`src/rtl/axis_packet_rr_arbiter.sv`:
```
// Packet-atomic round-robin merge of NUM_INPUTS AXI-Stream sources onto one output.
// Data, valid and ready pass combinationally; only the grant state is registered.
module axis_packet_rr_arbiter #(
  parameter int NUM_INPUTS = 4,
  parameter int DATA_WIDTH = 32,
  parameter bit HAS_KEEP   = 1'b1,
  parameter bit HAS_LAST   = 1'b1,
  localparam int IDX_WIDTH  = (NUM_INPUTS > 1) ? $clog2(NUM_INPUTS) : 1,
  localparam int KEEP_WIDTH = DATA_WIDTH / 8
) (
  input  logic                             clk,
  input  logic                             rst,
  input  logic [NUM_INPUTS*DATA_WIDTH-1:0] s_axis_tdata,
  input  logic [NUM_INPUTS*KEEP_WIDTH-1:0] s_axis_tkeep,
  input  logic [NUM_INPUTS-1:0]            s_axis_tlast,
  input  logic [NUM_INPUTS-1:0]            s_axis_tvalid,
  output logic [NUM_INPUTS-1:0]            s_axis_tready,
  output logic [DATA_WIDTH-1:0]            m_axis_tdata,
  output logic [KEEP_WIDTH-1:0]            m_axis_tkeep,
  output logic                             m_axis_tlast,
  output logic [IDX_WIDTH-1:0]             m_axis_tid,
  output logic                             m_axis_tvalid,
  input  logic                             m_axis_tready
);

  localparam int NUM_SLOTS = 1 << IDX_WIDTH;
  localparam logic [IDX_WIDTH-1:0] LAST_IDX = IDX_WIDTH'(NUM_INPUTS - 1);

  typedef enum logic {IDLE, LOCKED} state_t;

  state_t               state_reg;
  logic [IDX_WIDTH-1:0] lock_idx_reg;
  logic [IDX_WIDTH-1:0] last_idx_reg;

  // Streams padded to a power-of-two slot count so any index value selects a defined (zero) entry.
  logic [DATA_WIDTH-1:0] data_arr [NUM_SLOTS];
  logic [KEEP_WIDTH-1:0] keep_arr [NUM_SLOTS];
  logic [NUM_SLOTS-1:0]  valid_pad;
  logic [NUM_SLOTS-1:0]  last_pad;

  genvar gi;
  generate
    for (gi = 0; gi < NUM_SLOTS; gi++) begin : g_slot
      if (gi < NUM_INPUTS) begin : g_used
        assign data_arr[gi]  = s_axis_tdata[gi*DATA_WIDTH +: DATA_WIDTH];
        assign keep_arr[gi]  = s_axis_tkeep[gi*KEEP_WIDTH +: KEEP_WIDTH];
        assign valid_pad[gi] = s_axis_tvalid[gi];
        assign last_pad[gi]  = s_axis_tlast[gi];
      end else begin : g_unused
        assign data_arr[gi]  = '0;
        assign keep_arr[gi]  = '0;
        assign valid_pad[gi] = 1'b0;
        assign last_pad[gi]  = 1'b0;
      end
    end
  endgenerate

  // Rotating priority search starting just after the last stream to finish a packet.
  logic [IDX_WIDTH-1:0] rr_idx;
  logic [IDX_WIDTH-1:0] cand;
  logic                 rr_found;

  always_comb begin
    rr_idx   = '0;
    rr_found = 1'b0;
    cand     = last_idx_reg;
    for (int k = 0; k < NUM_INPUTS; k++) begin
      cand = (cand == LAST_IDX) ? '0 : cand + 1'b1;
      if (!rr_found && valid_pad[cand]) begin
        rr_found = 1'b1;
        rr_idx   = cand;
      end
    end
  end

  logic                 locked;
  logic                 any_valid;
  logic                 out_en;
  logic [IDX_WIDTH-1:0] sel;
  logic                 eff_last;
  logic                 xfer;

  assign locked    = (state_reg == LOCKED);
  assign any_valid = |s_axis_tvalid;
  assign out_en    = locked | any_valid;
  assign sel       = locked ? lock_idx_reg : rr_idx;
  assign eff_last  = HAS_LAST ? last_pad[sel] : 1'b1;

  assign m_axis_tvalid = ~rst & (locked ? valid_pad[lock_idx_reg] : any_valid);
  assign m_axis_tdata  = out_en ? data_arr[sel] : '0;
  assign m_axis_tkeep  = (HAS_KEEP && out_en) ? keep_arr[sel] : '0;
  assign m_axis_tlast  = (HAS_LAST && out_en) ? last_pad[sel] : 1'b0;
  assign m_axis_tid    = out_en ? sel : '0;
  assign xfer          = m_axis_tvalid & m_axis_tready;

  generate
    for (gi = 0; gi < NUM_INPUTS; gi++) begin : g_ready
      assign s_axis_tready[gi] = ~rst & m_axis_tready & out_en & (sel == IDX_WIDTH'(gi));
    end
  endgenerate

  always_ff @(posedge clk) begin
    if (rst) begin
      state_reg    <= IDLE;
      lock_idx_reg <= '0;
      last_idx_reg <= LAST_IDX;
    end else if (state_reg == IDLE) begin
      if (xfer) begin
        if (eff_last) begin
          last_idx_reg <= sel;
        end else begin
          state_reg    <= LOCKED;
          lock_idx_reg <= sel;
        end
      end
    end else begin
      // A valid gap on the locked stream just stalls; only a final beat releases.
      if (xfer && eff_last) begin
        state_reg    <= IDLE;
        last_idx_reg <= lock_idx_reg;
      end
    end
  end

endmodule

```
`config.mk`:
```
export PLATFORM = sky130hd
export DESIGN_NAME = axis_packet_rr_arbiter
export DESIGN_NICKNAME = d
export VERILOG_FILES = /design/src/rtl/axis_packet_rr_arbiter.sv
export SDC_FILE = /design/constraint.sdc
export NUM_CORES = 1
export LEC_CHECK = 0
export ABC_AREA = 1
export CORE_ASPECT_RATIO = 1.5
export CORE_MARGIN = 2
export CORE_UTILIZATION = 30
export DETAILED_ROUTE_END_ITERATION = 10
export GPL_TIMING_DRIVEN = 0
export MAX_ROUTING_LAYER = met4
export PLACE_DENSITY = 0.82
export SYNTH_ARGS = -nofsm -noshare
export SYNTH_HDL_FRONTEND = slang
export SYNTH_SLANG_ARGS = --single-unit
```
`constraint.sdc`:
```
create_clock -name clk -period 2.3 [get_ports clk]
set_input_delay 0.23 -clock clk [delete_from_list [all_inputs] [get_ports clk]]
set_output_delay 0.23 -clock clk [all_outputs]
set_load 0.01 [all_outputs]
```
==> Word level (Yosys, flattened, before mapping) <==
Cells that the tools add are included.
{ "totals": {"reg_bits": 5, "input_bits": 155, "elab_cells": 91} }
{ "classes": {"addsub": 4, "n_lt_le_gt_ge": 7, "eq_ne": 8, "muxes": 43, "bitwise_logic": 13, "reduce_logical": 13} }
{ "ops": {"columns": ["cell", "n"], "rows": [
  ["two-way mux 32 bit", 3],
  ["binary-select mux 32 bit (select 2 bit)", 1],
  ["two-way mux 2 bit", 14],
  ["less-than comparator 2 x 3 -> 1 bit (second input constant)", 6],
  ["two-way mux 1 bit", 15],
  ["binary-select mux 1 bit (select 2 bit)", 6],
  ["equality test 2 bit (second input constant)", 6],
  ["two-way mux 4 bit", 3],
  ["adder 2 x 1 -> 2 bit (second input constant)", 4],
  ["bitwise AND 1 bit", 8],
  ["binary-select mux 4 bit (select 2 bit)", 1],
  ["AND reduction 3 bit", 2],
  ["logical AND 1 bit", 4],
  ["nonzero test 2 bit", 2],
  ["OR reduction 4 bit", 1],
  ["greater-or-equal comparator 3 bit (second input constant)", 1],
  ["logical NOT 1 bit", 3],
  ["inverter 1 bit", 3],
  ["inverter 2 -> 3 bit", 1],
  ["equality test 2 x 1 -> 1 bit (second input constant)", 1],
  ["logical NOT 2 bit", 1],
  ["inequality test 2 x 1 -> 1 bit (second input constant)", 1],
  ["bitwise OR 1 bit", 1]
]} }

==> Depth between registers and ports, before layout <==
{ "depth": {"ltp_word": 20, "depth_mapped": 20} }

==> Worst setup path before layout <==
Ideal clock, no wire load.
{ "synth_path": {"kind": "reg2out", "start": "reg last_idx_reg[0]", "end": "out m_axis_tdata[0]", "t_arrival_ns": 1.999, "slack_ns": 0.071, "stages_incl_launch_ff": 17, "cell_sequence": "dfxtp_1 ha_1 inv_1 nand2_2 nand2_1 nand2_1 nand2_1 nand2_1 nand3_1 nand2_1 nand2_1 nand2_1 nand2_2 buf_6 buf_2 nand3_1 a31oi_1"} }
{ "synth_between": {"elab_chain_cells": 20} }
{ "synth_lines": {"columns": ["element", "line_no", "text"], "rows": [
  ["start, declared", "33", "logic [IDX_WIDTH-1:0] last_idx_reg;"],
  ["start signal, assigned", "110", "last_idx_reg <= sel;"],
  ["start signal, assigned", "120", "last_idx_reg <= lock_idx_reg;"],
  ["adder 2 x 1 -> 2 bit / equality test 2 bit (equally long branches)", "68", "cand = (cand == LAST_IDX) ? '0 : cand + 1'b1;"],
  ["two-way mux 2 bit *", "68", null],
  ["parallel branches: the longest is 11 deep, another holds adder 2 x 1 -> 2 bit", null, null],
  ["two-way mux 2 bit *", "69", "if (!rr_found && valid_pad[cand]) begin"],
  ["two-way mux 2 bit *", "86", "assign sel = locked ? lock_idx_reg : rr_idx;"],
  ["inverter 2 -> 3 bit (implied by the code) *", "90", "assign m_axis_tdata = out_en ? data_arr[sel] : '0;"],
  ["binary-select mux 32 bit (select 2 bit) *", "90", null],
  ["two-way mux 32 bit (implied by the code) * (2 in series)", "90", null],
  ["two-way mux 32 bit *", "90", null],
  ["end, declared", "18", "output logic [DATA_WIDTH-1:0] m_axis_tdata,"]
]} }
Mark *: on every way between the ends. The select of a mux whose other input is x is not followed.

==> Worst setup path in the final report <==
{ "layout_path": {"start": "reg last_idx_reg[0]", "end": "out m_axis_tdata[14]"} }
Same word-level chain as after synthesis.

==> impl_metrics.env <==
export IMPL_synth_area_leaders="nand2_1, nand3_1, a31oi_1"
export IMPL_async_reset_ff_share_pct=0
export IMPL_coreArea_sq_mm=0.00649
export IMPL_synth_fp_nets=570
export IMPL_synth_cell_types=26
export IMPL_start_kind="flop"
export IMPL_synth_edf_count=0
export IMPL_netlist_area_leader_share_pct=37.1
export IMPL_insertion_delay_ns=0.21
export IMPL_syn_inst=414
export IMPL_crit_slowest_cell="dfxtp_2"
export IMPL_synth_seq_cells=5
export IMPL_min_period_ns=2.72
export IMPL_critical_path_max_stage_delay_ns=0.33
export IMPL_yosys_cell_count_top_type="nand2_1"
export IMPL_routedWlPerCell_um=16.4
export IMPL_cp_common_cell="nand2_1"
export IMPL_cp_arrival_ns=2.49
export IMPL_cts_root_buffer="clkbuf_8"
export IMPL_ir_worst_vdd_mv=0.632
export IMPL_rsz0062_at_grt="true"
export IMPL_path_class="flop to primary output"
export IMPL_portBuffers=198
export IMPL_synth_common_cells="nand2_1, nand3_1, a31oi_1"
export IMPL_hold_slack_ns=0.496
export IMPL_place_ws_ns=-0.822
export IMPL_maxCapViolCount=0
export IMPL_grtUsageMet2_pct=54.7
export IMPL_drt_iter0_drc=226
export IMPL_top_usage_layer="met2"
export IMPL_clock_fmax_mhz=368
export IMPL_holdCritPathClass="flop to flop"
export IMPL_cts_tree="built"
export IMPL_grt_max_degree=11
export IMPL_drc_errors=0
export IMPL_hpwl_um=8870
export IMPL_end_kind="primary output"
export IMPL_start_util_pct=30.9
export IMPL_nNetsFinal=796
export IMPL_drtPass1Iterations=4
export IMPL_use_met1_pct=33.3
export IMPL_final_period_utilization_pct=118
export IMPL_cts_buffer_depth=2
export IMPL_io_pins=199
export IMPL_grt_total_usage_pct=29.9
export IMPL_clock_sinks=5
export IMPL_drt_wl_total_um=11700
export IMPL_gr_total_overflow=0
export IMPL_violations="negative setup slack"
export IMPL_skew_ns=0.000358
export IMPL_cp_required_ns=2.07
export IMPL_yosys_warnings=0
export IMPL_worst_slack_ns=-0.416
export IMPL_die_area_sq_mm=0.00737
export IMPL_rows=36
export IMPL_yosysTopAreaCell="nand2_1"
export IMPL_die_w_um=70.8
export IMPL_cp_cell_sequence="ha_4 -> inv_2 -> nand2_8 -> nand2_1 -> nand3_2 -> nand2_4 -> nand2_2 -> nand2_2 -> nor2_4 -> o21ai_4 -> buf_8 -> clkbuf_16 -> nand2_1 -> nand2_1 -> nand2_1 -> a31oi_1 -> buf_2"
export IMPL_final_max_slew_violation_count=0
export IMPL_first_global_vias=3516
export IMPL_drive_gt1_share_pct=24.6
export IMPL_gp_congestion=0.920
export IMPL_p_per_area_mw_per_mm2=1150
export IMPL_diodes=0
export IMPL_cp_max_fo=7
export IMPL_grt_pass1_wl_um=17800
export IMPL_clkTransAtPathRegs_ns=0.03
export IMPL_synthToLayoutAreaGrowth_pct=128
export IMPL_setup_violations=48
export IMPL_antenna_found_initial=0
export IMPL_num_vias=3695
export IMPL_syn_cell_area_sq_mm=0.00201
export IMPL_syn_area_per_cell_sq_um=4.84
export IMPL_fillers=598
export IMPL_vias_per_cell=5.17
export IMPL_ys_flop_type="dfxtp_1"
export IMPL_antenna_left=0
export IMPL_total_leakage_power_nw=2.14
export IMPL_hold_violations=0
export IMPL_worstMarginPinSlew_ns=0.489
export IMPL_htreeDepth=1
export IMPL_maxSlewHeadroom_pct=67.4
export IMPL_numCtsBuffers=3
export IMPL_fp_dieH_um=104
export IMPL_seq_area_frac_synth_pct=4.99
export IMPL_status="finished with violations"
export IMPL_met3_usage_pct=3.39
metrics by stage:
step	total power [mW]	util, %	std cells	TNS, ns	instance area, sq um
after floorplan	2.46	-	414	0	2010
after global placement	4.31	62.9	688	-27.96	4080
after detailed placement	4.36	62.9	688	-30.67	4080
after CTS	4.63	65.4	703	-12.22	4240
after global routing	5.65	70.4	715	-21.66	4570
final	5.25	70.4	715	-14.67	4570
final timing paths:
path	startpoint	end	slack, ns	cells past startpoint
worst max-delay path	last_idx_reg[0]$_SDFFE_PP1P_	m_axis_tdata[14]	-0.42	17
worst min-delay path	last_idx_reg[1]$_SDFFE_PP1P_	last_idx_reg[1]$_SDFFE_PP1P_	0.50	2
worst max register to register	last_idx_reg[0]$_SDFFE_PP1P_	last_idx_reg[0]$_SDFFE_PP1P_	-0.10	20
worst min register to register	last_idx_reg[1]$_SDFFE_PP1P_	last_idx_reg[1]$_SDFFE_PP1P_	0.50	2
cell families (layout without fill, tap and decap cells):
group | Yosys count | count (layout) | synth area share (%)
and+or+nand+nor | 306 | 306 | 64.6
AOI/OAI and AO/OA | 43 | 43 | 13.8
buffers and inverters | 59 | 284 | 16.0
adders and majority gates | 1 | 1 | 0.624
DFF | 5 | 5 | 4.99
cell type report:
cell class / count / area (sq um) / share of cell area, %
tap: 76 / 95.1 / 2.08
multi-input combinational: 350 / 1800 / 39.4
clock buffer: 4 / 45.0 / 0.986
buffer: 32 / 352 / 7.69
inverter: 27 / 116 / 2.55
timing repair buffer: 221 / 2060 / 45.0
sequential: 5 / 103 / 2.25
critical path: cells and delay by family, from the launching register on:
family                   cells  cell delay [ns]
AND/OR/NAND/NOR             10             0.71
flip-flops                   1             0.33
buffers and inverters        4             0.62
AO/OA/AOI/OAI                2             0.40
adder cells (fa/ha/maj)      1             0.18
report_power, final:
part,internal [mW],leakage [nW],switching [mW]
Clock,0.119,0.0228,0.0388
Combinational,2.34,2.08,2.63
Sequential,0.105,0.0402,0.0164
Total,2.57,2.14,2.68
layout by cell type, fill, tap and decap left out, types with 2 or more instances in the layout:
cell / n
nand2_1: 166
nand3_2: 5
a21oi_1: 2
buf_4: 14
clkbuf_16: 2
nor2_2: 2
nor3_2: 2
dlygate4sd2_1: 2
nor2_1: 5
clkdlybuf4s50_1: 154
nor3_1: 2
inv_1: 19
clkbuf_1: 4
nand2_8: 2
buf_2: 40
inv_6: 3
clkbuf_8: 3
nand2_2: 28
inv_2: 5
nand2_4: 5
nand3_4: 2
dfxtp_1: 3
dfxtp_2: 2
clkbuf_2: 2
buf_6: 19
nand3_1: 82
nor2_4: 2
o211ai_1: 2
buf_8: 12
a31oi_1: 35
per-layer routing:
metal / vias to the layer above / part of all wire (%)
li1: 1821 / -
met1: 1671 / 36
met2: 171 / 53
met3: 32 / 7.8
met4: 0 / 3.2
met5: - / 0
timing repair:
action,in CTS,in global routing
gates resized for setup,233,64
setup buffers,8,10
setup endpoints to repair,43,48
cloned,3,2
hold buffers,0,0
pin swaps,18,22
hold endpoints to repair,0,0
(Power assumes the default switching activity.)
